### src/rtl/softreg_req_bridge.sv
// Soft-register request bridge.
// Queues shell soft-register reads/writes in a request FIFO and issues them downstream with
// valid/ready. Read responses come back in order; a read that waits too long is completed with
// filler data so host reads never hang, and its late response is discarded.
//
// Ports:
//   clk, rst                     single clock, synchronous active-high reset
//   softreg_read_in/write_in     one-cycle request strobes from the shell
//   softreg_addr_in/wrdata_in    request address / write data
//   softreg_rddata_out/rdvalid_out  read data back to the shell (one-cycle valid pulse)
//   req_valid/req_ready          downstream request handshake
//   req_is_write/addr/data       downstream request fields (data is 0 for reads)
//   resp_valid/resp_data         downstream read response (no backpressure)
//   ovf_count                    saturating count of requests dropped on a full FIFO
//   err_flags                    sticky {spurious_resp, rd_wr_collision, timeout_seen}
module softreg_req_bridge #(
  parameter int unsigned FIFO_LOG_DEPTH = 4,
  parameter int unsigned MAX_RD_OUT     = 4,
  parameter int unsigned TIMEOUT_CYCLES = 1024,
  parameter logic [63:0] TIMEOUT_DATA   = 64'hDEAD_BEEF_DEAD_BEEF
) (
  input  logic        clk,
  input  logic        rst,
  input  logic        softreg_read_in,
  input  logic        softreg_write_in,
  input  logic [31:0] softreg_addr_in,
  input  logic [63:0] softreg_wrdata_in,
  output logic [63:0] softreg_rddata_out,
  output logic        softreg_rdvalid_out,
  output logic        req_valid,
  input  logic        req_ready,
  output logic        req_is_write,
  output logic [31:0] req_addr,
  output logic [63:0] req_data,
  input  logic        resp_valid,
  input  logic [63:0] resp_data,
  output logic [15:0] ovf_count,
  output logic [2:0]  err_flags
);

  localparam int unsigned Depth = 1 << FIFO_LOG_DEPTH;
  localparam int unsigned RdW   = $clog2(MAX_RD_OUT + 1);
  localparam int unsigned TmW   = $clog2(TIMEOUT_CYCLES + 1);

  localparam logic [FIFO_LOG_DEPTH:0] DepthC = (FIFO_LOG_DEPTH + 1)'(Depth);
  localparam logic [RdW-1:0]          MaxRd  = RdW'(MAX_RD_OUT);
  localparam logic [TmW-1:0]          TmLast = TmW'(TIMEOUT_CYCLES - 1);

  typedef struct packed {
    logic        is_write;
    logic [31:0] addr;
    logic [63:0] data;
  } req_t;

  req_t                      mem_q [Depth];
  logic [FIFO_LOG_DEPTH-1:0] wr_idx_q, rd_idx_q;
  logic [FIFO_LOG_DEPTH:0]   count_q, count_d;
  logic [RdW-1:0]            rd_out_q, rd_out_d;
  logic [RdW-1:0]            drop_pend_q, drop_pend_d;
  logic [TmW-1:0]            timer_q, timer_d;
  logic [15:0]               ovf_q, ovf_d;
  logic [2:0]                err_q, err_d;
  logic                      rdvalid_q, rdvalid_d;
  logic [63:0]               rddata_q, rddata_d;

  req_t head, enq_entry;
  logic empty, full, deq, rd_xfer, enq_req, enq;
  logic drop_resp, fwd, spurious, timeout, complete;

  always_comb begin
    head      = mem_q[rd_idx_q];
    empty     = (count_q == '0);
    full      = (count_q == DepthC);
    // Reads are held at the head once MAX_RD_OUT are outstanding; writes always proceed.
    req_valid = !empty && (head.is_write || (rd_out_q < MaxRd));
    deq       = req_valid && req_ready;
    rd_xfer   = deq && !head.is_write;

    enq_req = softreg_read_in || softreg_write_in;
    // A same-cycle dequeue frees a slot before the enqueue is considered.
    enq     = enq_req && (!full || deq);
    // On a read/write collision the write wins.
    enq_entry.is_write = softreg_write_in;
    enq_entry.addr     = softreg_addr_in;
    enq_entry.data     = softreg_write_in ? softreg_wrdata_in : 64'h0;

    drop_resp = resp_valid && (drop_pend_q != '0);
    fwd       = resp_valid && !drop_resp && (rd_out_q != '0);
    spurious  = resp_valid && !drop_resp && (rd_out_q == '0);
    // A forwarded response in the timeout cycle beats the filler.
    timeout   = (rd_out_q != '0) && (timer_q == TmLast) && !fwd;
    complete  = fwd || timeout;
  end

  always_comb begin
    count_d = count_q;
    unique case ({enq, deq})
      2'b10:   count_d = count_q + 1'b1;
      2'b01:   count_d = count_q - 1'b1;
      default: count_d = count_q;
    endcase

    rd_out_d = rd_out_q;
    unique case ({rd_xfer, complete})
      2'b10:   rd_out_d = rd_out_q + RdW'(1);
      2'b01:   rd_out_d = rd_out_q - RdW'(1);
      default: rd_out_d = rd_out_q;
    endcase

    drop_pend_d = drop_pend_q;
    if (drop_resp && !timeout) begin
      drop_pend_d = drop_pend_q - RdW'(1);
    end else if (timeout && !drop_resp && (drop_pend_q != MaxRd)) begin
      drop_pend_d = drop_pend_q + RdW'(1);
    end

    timer_d = ((rd_out_q == '0) || complete) ? '0 : timer_q + TmW'(1);

    ovf_d = ovf_q;
    if (enq_req && !enq && (ovf_q != 16'hFFFF)) begin
      ovf_d = ovf_q + 16'd1;
    end

    err_d = err_q | {spurious, softreg_read_in && softreg_write_in, timeout};

    rdvalid_d = complete;
    rddata_d  = rddata_q;
    if (fwd) begin
      rddata_d = resp_data;
    end else if (timeout) begin
      rddata_d = TIMEOUT_DATA;
    end
  end

  always_ff @(posedge clk) begin
    if (rst) begin
      wr_idx_q    <= '0;
      rd_idx_q    <= '0;
      count_q     <= '0;
      rd_out_q    <= '0;
      drop_pend_q <= '0;
      timer_q     <= '0;
      ovf_q       <= '0;
      err_q       <= '0;
      rdvalid_q   <= 1'b0;
      rddata_q    <= '0;
    end else begin
      if (enq) wr_idx_q <= wr_idx_q + 1'b1;
      if (deq) rd_idx_q <= rd_idx_q + 1'b1;
      count_q     <= count_d;
      rd_out_q    <= rd_out_d;
      drop_pend_q <= drop_pend_d;
      timer_q     <= timer_d;
      ovf_q       <= ovf_d;
      err_q       <= err_d;
      rdvalid_q   <= rdvalid_d;
      rddata_q    <= rddata_d;
    end
  end

  // Storage needs no reset: the occupancy count gates every use of it.
  always_ff @(posedge clk) begin
    if (enq && !rst) mem_q[wr_idx_q] <= enq_entry;
  end

  // Fields read as zero when nothing is queued so outputs are 0 out of reset.
  assign req_is_write        = !empty && head.is_write;
  assign req_addr            = empty ? 32'h0 : head.addr;
  assign req_data            = empty ? 64'h0 : head.data;
  assign softreg_rdvalid_out = rdvalid_q;
  assign softreg_rddata_out  = rddata_q;
  assign ovf_count           = ovf_q;
  assign err_flags           = err_q;

endmodule

### config.mk
export PLATFORM = sky130hd
export DESIGN_NAME = softreg_req_bridge
export DESIGN_NICKNAME = d
export VERILOG_FILES = /design/src/rtl/softreg_req_bridge.sv
export SDC_FILE = /design/constraint.sdc
export NUM_CORES = 1
export LEC_CHECK = 0
export ABC_AREA = 1
export BUFFER_PORTS_ARGS = -buffer_cell sky130_fd_sc_hd__buf_2
export CORE_MARGIN = 2
export CORE_UTILIZATION = 30
export CTS_CLUSTER_DIAMETER = 40
export CTS_CLUSTER_SIZE = 8
export DETAILED_ROUTE_END_ITERATION = 7
export GPL_ROUTABILITY_DRIVEN = 0
export PLACE_DENSITY = 0.57
export SYNTH_ARGS = -nofsm -noshare
export SYNTH_HDL_FRONTEND = slang
export SYNTH_SLANG_ARGS = --single-unit
### constraint.sdc
create_clock -name clk -period 16.7 [get_ports clk]
set_clock_uncertainty 0.05 [all_clocks]
set_input_delay 2.505 -clock clk [delete_from_list [all_inputs] [get_ports clk]]
set_output_delay 2.505 -clock clk [all_outputs]
set_load 0.02 [all_outputs]
### After elaboration in Yosys (flattened, before gate mapping)

Memories as Yosys holds them, arrays and structs flattened. A register that Yosys moved wholly into a read port is not among the register bits.
Cells that the tools add are included.

| operators by class | value |
|---|---|
| reductions and logical operators | 40 |
| equal/unequal tests | 8 |
| add/subtract/negate cells | 10 |
| order comparisons | 1 |
| multiplexer cells | 13 |
| bitwise gates (word level) | 1 |

Operator list:

| kind | count |
|---|---|
| $mux W64 | 4 |
| $mux W32 | 1 |
| $logic_and A1 B1 Y1 | 18 |
| $add A16 B1 Y16 const B | 1 |
| $ne A16 B16 Y1 const B | 1 |
| $add A11 B1 Y11 const B | 1 |
| $eq A11 B10 Y1 const B | 1 |
| $pmux W5 S2 | 1 |
| $add A4 B1 Y4 const B | 2 |
| $logic_not A1 Y1 | 8 |
| $mux W4 | 2 |
| $reduce_bool A2 Y1 | 4 |
| $add A3 B1 Y3 const B | 2 |
| $mux W3 | 2 |
| $pmux W3 S2 | 1 |
| $reduce_bool A3 Y1 | 2 |
| $sub A3 B1 Y3 const B | 2 |
| $add A5 B1 Y5 const B | 1 |
| $eq A5 B5 Y1 const B | 1 |
| $logic_not A5 Y1 | 1 |
| $logic_or A1 B1 Y1 | 5 |
| $sub A5 B1 Y5 const B | 1 |
| $eq A2 B1 Y1 const B | 2 |
| $eq A2 B2 Y1 const B | 2 |
| 6 further kinds | 7 |

| storage, ports and cells | value |
|---|---|
| register bits after elaboration | 114 |
| memories | 1 |
| logic and storage cells | 84 |
| bits of input ports | 166 |
| memory bits (writable) | 1552 |

Memories:

| name | depth | bits a word | rd ports | clocked after Yosys merged registers in | wr ports | RTL line | RTL |
|---|---|---|---|---|---|---|---|
| mem_q | 16 | 97 | 1 | 1 | 1 | 55 | `req_t mem_q [Depth];` |

### Depth between registers and ports, before layout

Gate-level depths: netlist of run 1.

| logic depth | value |
|---|---|
| depth in word-level cells | 11 |
| depth in mapped cells | 19 |
| depth with buffers taken out | 18 |

### Least setup slack after synthesis of run 1

Ideal clock, no wire load.

| timing | value |
|---|---|
| path kind | in2reg |
| start point | input port softreg_read_in |
| end point | memory mem_q[0][0] (netlist bit) (enable) |
| data required time | 16.097 ns |
| buffers on the path | 0 |
| arrival | 7.108 ns |
| setup slack | 8.989 ns |
| cell stages on the path | 6 |
| library setup time | 0.553 ns |
| path through | nor2_1 inv_1 nand2_2 nor2_4 nand2_1 nor2_1 |

| on the way | value |
|---|---|
| longest elaborated chain between the ends | 5 |

RTL lines:

| what | RTL line | RTL |
|---|---|---|
| from (decl) | 24 | `input logic softreg_read_in,` |
| $logic_or A1 B1 Y1 | 79 | `enq_req = softreg_read_in \|\| softreg_write_in;` |
| $logic_and A1 B1 Y1 | 81 | `enq = enq_req && (!full \|\| deq);` |
| $logic_and A1 B1 Y1 | 163 | `if (enq && !rst) mem_q[wr_idx_q] <= enq_entry;` |
| $mux W1 | 163 |  |
| $mux W1 (implied by the code) | 163 |  |
| to (decl) | 55 |  |

No other way between the ends.

==> out/results.txt, run 1 <==
run status - finished, final reports clean
Core Region - 0.2167 sq mm
DR WL/cell - 23.10 um
layout cells sized above 1 - 15.43%
Post-Syn Area - 0.06523 sq mm
Final nets - 5402
Setup WS post-layout - 7.662 ns
post-CTS sizing - 0
Hold Violations, Final - 0
CTS Hold Bufs - 0
Post-CTS Setup Bufs - 0
IO buf count - 347
CP Max Fanout - 109
first-pass GRT wire length - 277.1 mm
kind of critical path - reg2out
Crit. End Element - output pin
post-route antenna net violation count - 0
measured slew at the worst slew-check pin - 1.302 ns
Slew Viols, Final - 0
vias in the first global route - 41830
P_leak - 0.02642 uW
syn_area_per_cell - 13.38 sq um
pwr dens - 171.8 mW/mm^2
sequential share of the synthesized area - 75.07%
unrepaired setup endpoints after global routing - no
deepest clock path buffer count - 4
Final setup violation count - 0
pre-CTS setup slack - 8.646 ns
final wirelength - 190.3 mm
initial DRC count - 4084
total CTS buffers - 300
Fin Setup TNS - 0 ns
Final Cycle Share - 54.12%
Worst-path clk slew - 0.05 ns
Die Footprint - 0.2212 sq mm
DRC - 0
Startpoint Class - flip-flop
Hold Crit Class - reg2reg
Die W - 470.3 um
maxcap violations - 0
Yosys reg bits - 1670
Worst Path Buf+Inv - 5
post-synthesis cell type count - 38
gr ovfl total - 0
chip height - 470.3 um
clock sink count - 1670
Area Overhead vs Synth - 20.20%
DP Wirelength - 91.33 mm
post-synthesis cell count - 4876
total track usage - 16.59%
antenna violations before repair - 30
Peak VDD IR - 0.1273 mV
CP max stage cell - buf_4
IO Pins - 348
vias per cell - 5.178
CP peak stage delay - 0.96 ns
crit path DAT - 6.48 ns
Worst path top cell family by delay - buffers and inverters
CTS tree - yes
first drt pass iteration count - 6
fillcell total - 20740
via count - 42650
top cell type's share of synthesized area - 71.45%
required time worst endpoint - 14.15 ns
post-synthesis net count - 5056
Period minus WS final - 9.038 ns
Synth area leaders - edfxtp_1 (71%), o21ai_0 (6.1%), nor2_1 (4.7%)
area leader, netlist - edfxtp_1
Slew headroom - 13.18%
clock latency on the worst-skew pair - 0.88 ns
Initial Utilization - 30.10%
Core Rows - 171
Tot Pwr - 13470 uW
CTS HTree Levels - 5
Fmax - 110.6 MHz
largest net degree at the start of global routing - 253
Yosys Warn Count - 0
Cell Chain, Critical Path - buf_4 -> buf_4 -> buf_4 -> buf_4 -> o21ai_0 -> o221ai_1 -> o211ai_1 -> a21oi_1 -> buf_2
CTS Root Cell - clkbuf_16
CP most frequent cell - buf_4
power breakdown:
group,total [uW],switching (uW),internal [uW]
sequential,4880,110,4770
clock,5370,1890,3480
combinational,3210,2390,820
total,13500,4390,9070
per-stage QoR:
step | cells | cell area (sq um) | hold WS (ns) | util (%)
finish | 8236 | 78410 | 0.4012 | 36.18
global route | 8228 | 78390 | 0.4325 | 36.17
CTS | 8227 | 78390 | 0.4025 | 36.17
detailed placement | 7774 | 69660 | 0.3964 | 32.14
global placement | 7774 | 69660 | 0.3789 | 32.14
floorplan | 4876 | 65230 | 0.3679 | -
cell families (layout without fill, tap and decap cells):
| kind of cell | count (synthesis) | after routing | share of synthesized area (%) |
|---|---|---|---|
| AO/OA/AOI/OAI | 1481 | 1481 | 13.86 |
| XOR/XNOR | 22 | 22 | 0.2954 |
| adder cells (fa/ha/maj) | 14 | 14 | 0.3031 |
| buffers and inverters | 532 | 1029 | 3.399 |
| flip-flops | 1670 | 1670 | 75.07 |
| other | 0 | 9 | 0 |
| AND/OR/NAND/NOR | 1157 | 1157 | 7.080 |
Yosys cell counts:
cell,instances
a211oi_1,1
a21boi_0,1
a21oi_1,138
buf_1,2
buf_2,71
buf_4,25
buf_6,5
clkbuf_1,262
clkinv_1,2
dfxtp_1,118
edfxtp_1,1552
fa_1,3
ha_1,11
inv_1,159
inv_2,6
nand2_1,200
nand2_2,2
nand2_4,1
nand3_1,111
nand3_2,2
nand3b_1,2
nand4_1,5
nand4_2,1
nand4_4,1
nor2_1,814
nor2_2,3
nor2_4,3
nor3_1,4
nor3_2,2
nor3b_1,2
nor4_1,3
o211ai_1,112
o21ai_0,797
o221ai_1,320
o22ai_1,112
or2_2,1
xnor2_1,6
xor2_1,16
worst register-to-register path: cells and delay by family, from the launching register on:
kind	cells	cell delay (ns)
buffers and inverters	4	3.41
flip-flops	1	0.78
AND/OR/NAND/NOR	12	2.58
sequential cells by signal, summed over array words and instances, names as in the netlist, named ones only:
register,count
mem_q,1552
softreg_rddata_out,64
ovf_count,16
timer_q,11
count_q,5
rd_idx_q,4
wr_idx_q,4
drop_pend_q,3
err_flags,3
rd_out_q,3
softreg_rdvalid_out,1
final timing paths:
path / from / end / slack (ns) / cells past startpoint
max: flip-flop / req_addr[19] / 7.66 / 9
min: drop_pend_q[0] / drop_pend_q[0] / 0.40 / 1
max reg2reg: flip-flop / mem_q[15][72] / 9.42 / 16
min reg2reg: drop_pend_q[0] / drop_pend_q[0] / 0.40 / 1
placed cells by master (no fill, tap or decap), types with 5 or more instances in the layout:
master,instances
buf_4,57
ha_1,11
nor2_4,19
nand3_1,111
xnor2_1,6
nand4_1,5
inv_1,159
o221ai_1,320
clkbuf_1,49
dfxtp_1,114
nor2_1,798
inv_6,8
clkinv_2,29
buf_12,6
o22ai_1,112
clkbuf_16,305
xor2_1,16
bufinv_16,13
clkinv_1,29
clkinvlp_4,14
o21ai_0,797
nand2_1,199
diode_2,9
buf_2,346
edfxtp_1,1552
o211ai_1,112
a21oi_1,138
final cells by class:
type / instances / area (sq um) / area share, %
Sequential cell: 1670 / 48980 / 62.47
Multi-Input combinational cell: 2674 / 14170 / 18.07
Clock buffer: 357 / 7858 / 10.02
Tap cell: 2854 / 3571 / 4.554
Timing Repair Buffer: 409 / 2280 / 2.907
Clock inverter: 96 / 868.3 / 1.107
Inverter: 167 / 656.9 / 0.8378
Antenna cell: 9 / 22.52 / 0.02872
layer usage:
metal / vias to the layer above / global-route usage (%) / share of wire (%)
met5: - / 0 / 0.075
met4: 24 / 5.599 / 3.1
met3: 394 / 4.053 / 7.9
met2: 1673 / 25.52 / 45
met1: 21450 / 22.87 / 44
li1: 19110 / - / -
No activity file was read; power rests on OpenSTA's default activity.
==> inputs of run 2 (changes only) <==
--- a/config.mk
+++ b/config.mk
@@ -5,7 +5,7 @@
 export SDC_FILE = /design/constraint.sdc
 export NUM_CORES = 1
 export LEC_CHECK = 0
-export ABC_AREA = 1
+export ABC_AREA = 0
 export BUFFER_PORTS_ARGS = -buffer_cell sky130_fd_sc_hd__buf_2
 export CORE_MARGIN = 2
 export CORE_UTILIZATION = 30
@@ -13,7 +13,7 @@
 export CTS_CLUSTER_SIZE = 8
 export DETAILED_ROUTE_END_ITERATION = 7
 export GPL_ROUTABILITY_DRIVEN = 0
-export PLACE_DENSITY = 0.57
+export PLACE_DENSITY = 0.59
 export SYNTH_ARGS = -nofsm -noshare
 export SYNTH_HDL_FRONTEND = slang
 export SYNTH_SLANG_ARGS = --single-unit
==> constraint.sdc (replaced) <==
create_clock -name clk -period 8.3 [get_ports clk]
set_clock_uncertainty 0.05 [all_clocks]
set_input_delay 1.245 -clock clk [delete_from_list [all_inputs] [get_ports clk]]
set_output_delay 1.245 -clock clk [all_outputs]
set_load 0.02 [all_outputs]
==> out/results.txt, run 2 <==
Fin Setup TNS - 0 ns
DR WL/cell - 25.03 um
Yosys reg bits - 1670
Core Rows - 169
post-route antenna net violation count - 0
layout cells sized above 1 - 36.06%
maxcap violations - 0
Synth Flop Type - edfxtp_1
DRC - 0
Fmax - 163.2 MHz
pwr dens - 303.0 mW/mm^2
Final nets - 3651
Largest Register - mem_q
initial DRC count - 2694
kind of critical path - reg2out
IO Pins - 348
post-CTS sizing - 0
Die W - 466.6 um
top cell type's share of synthesized area - 72.61%
Worst-path clk slew - 0.04 ns
final wirelength - 160.8 mm
Final setup violation count - 0
syn_area_per_cell - 21.94 sq um
CTS Hold Bufs - 0
most frequent cells in the layout - edfxtp_1 (1552), mux4_2 (481), buf_2 (345)
first drt pass iteration count - 5
deepest clock path buffer count - 4
IO buf count - 347
clock latency on the worst-skew pair - 0.90 ns
Slew Viols, Final - 0
post-synthesis cell count - 2925
number of flip-flops under the largest register name - 1552
chip height - 466.6 um
Yosys Warn Count - 0
Final Cycle Share - 73.80%
first-pass GRT wire length - 231.3 mm
Period minus WS final - 6.126 ns
sequential share of the synthesized area - 76.29%
vias per cell - 4.871
clock sink count - 1670
count leader, synth - edfxtp_1
P_leak - 0.02490 uW
asr flop ratio synth - 0%
CTS tree - yes
Peak VDD IR - 0.2095 mV
post-synthesis cell type count - 68
dpl cells - 5997
largest net degree at the start of global routing - 102
Final Non-Filler Cells - 6424
area leader, netlist - edfxtp_1
most common cell after layout, fill and taps aside - edfxtp_1
via count - 31290
total track usage - 14.59%
vias in the first global route - 32450
Slew headroom - 31.11%
Area Overhead vs Synth - 21.31%
Hold WS - 0.4164 ns
R2R Setup Slk - 3.46 ns
Tot Pwr - 23590 uW
Crit. End Element - output pin
unrepaired setup endpoints after global routing - no
Core Region - 0.2123 sq mm
Die Footprint - 0.2177 sq mm
total CTS buffers - 293
antenna violations before repair - 33
top cells by count, synth - edfxtp_1 (1552), mux4_2 (481), and2_1 (162)
Post-CTS Setup Bufs - 0
gr ovfl total - 0
Post-synth EDFFs - 1552
Hold Crit Class - reg2reg
Post-Syn Area - 0.06419 sq mm
Synth area leaders - edfxtp_1 (73%), mux4_2 (17%), dfxtp_1 (3.7%)
CP Max Fanout - 43
required time worst endpoint - 7.01 ns
Hold Violations, Final - 0
Initial Utilization - 30.24%
Startpoint Class - flip-flop
crit path DAT - 4.83 ns
CTS HTree Levels - 5
post-synthesis net count - 3105
run status - finished, final reports clean
DP Wirelength - 83.41 mm
CTS Root Cell - clkbuf_16
measured slew at the worst slew-check pin - 1.033 ns
run 2: cell count changes in the layout (fill, tap and decap cells not counted), moves of 113 or more:
cell	previous run	this run
a21oi_1	138	25
nor2_1	798	137
inv_1	159	17
o221ai_1	320	1
mux4_2	0	481
and2_1	0	161
nand2_1	199	29
o21ai_0	797	6
run 2: area by class of cell:
| class | instances | area [sq um] |
|---|---|---|
| antenna | 9 | 22.52 |
| sequential | 1670 | 48980 |
| inverter | 17 | 63.81 |
| multi-input combinational | 1079 | 14600 |
| tap | 2821 | 3530 |
| clock inverter | 87 | 718.2 |
| timing repair buffer | 410 | 2365 |
| fill | 19360 | 134400 |
| clock buffer | 331 | 7590 |
run 2: power by group:
group | internal, uW | total, uW | switching, uW
Sequential | 9450 | 9560 | 113
Combinational | 1530 | 3690 | 2170
Clock | 6640 | 10300 | 3690
run 2: kinds of logic (layout without fill, tap and decap cells):
| family | after synthesis | count (layout) | synth area share, % |
|---|---|---|---|
| fa+ha+maj | 14 | 14 | 0.3080 |
| flops | 1670 | 1670 | 76.29 |
| simple gates | 471 | 471 | 3.883 |
| compound gates | 81 | 81 | 0.9610 |
| xor+xnor | 16 | 16 | 0.2183 |
| other cells | 0 | 9 | 0 |
| mux | 497 | 497 | 17.19 |
| buf+inv | 176 | 845 | 1.154 |
run 2: stage by stage:
stage          utilization (%)  instance area (sq um)  worst slack, ns
6_report                 36.68                  77870            2.174
5_1_grt                  36.67                  77850            1.745
4_1_cts                  36.67                  77850            1.953
3_5_place_dp             32.76                  69540            2.871
3_3_place_gp             32.76                  69540            2.906
2_1_floorplan                -                  64190          -0.8179
run 2: worst paths after layout:
kind	startpoint	to	cells past startpoint
setup reg to reg	flip-flop	mem_q[1][63]	8
setup / recovery	flip-flop	req_data[38]	6
hold reg to reg	softreg_rddata_out[36]	softreg_rddata_out[36]	1
hold / removal	softreg_rddata_out[36]	softreg_rddata_out[36]	1
run 2: worst max-delay path, cell delays in order (launching register included):
cell and delay, ns:
dfxtp_4 0.80, buf_4 0.79, buf_4 0.78, mux4_2 0.63, mux4_2 0.46, and2_1 0.22, buf_2 0.18
run 2: metal layers:
layer | track usage, % | up-vias | routed length, um
met5 | 0 | - | 104
met4 | 4.398 | 16 | 4237
met3 | 3.486 | 348 | 10860
met2 | 23.24 | 1033 | 76110
met1 | 19.81 | 16670 | 69450
li1 | - | 13220 | -
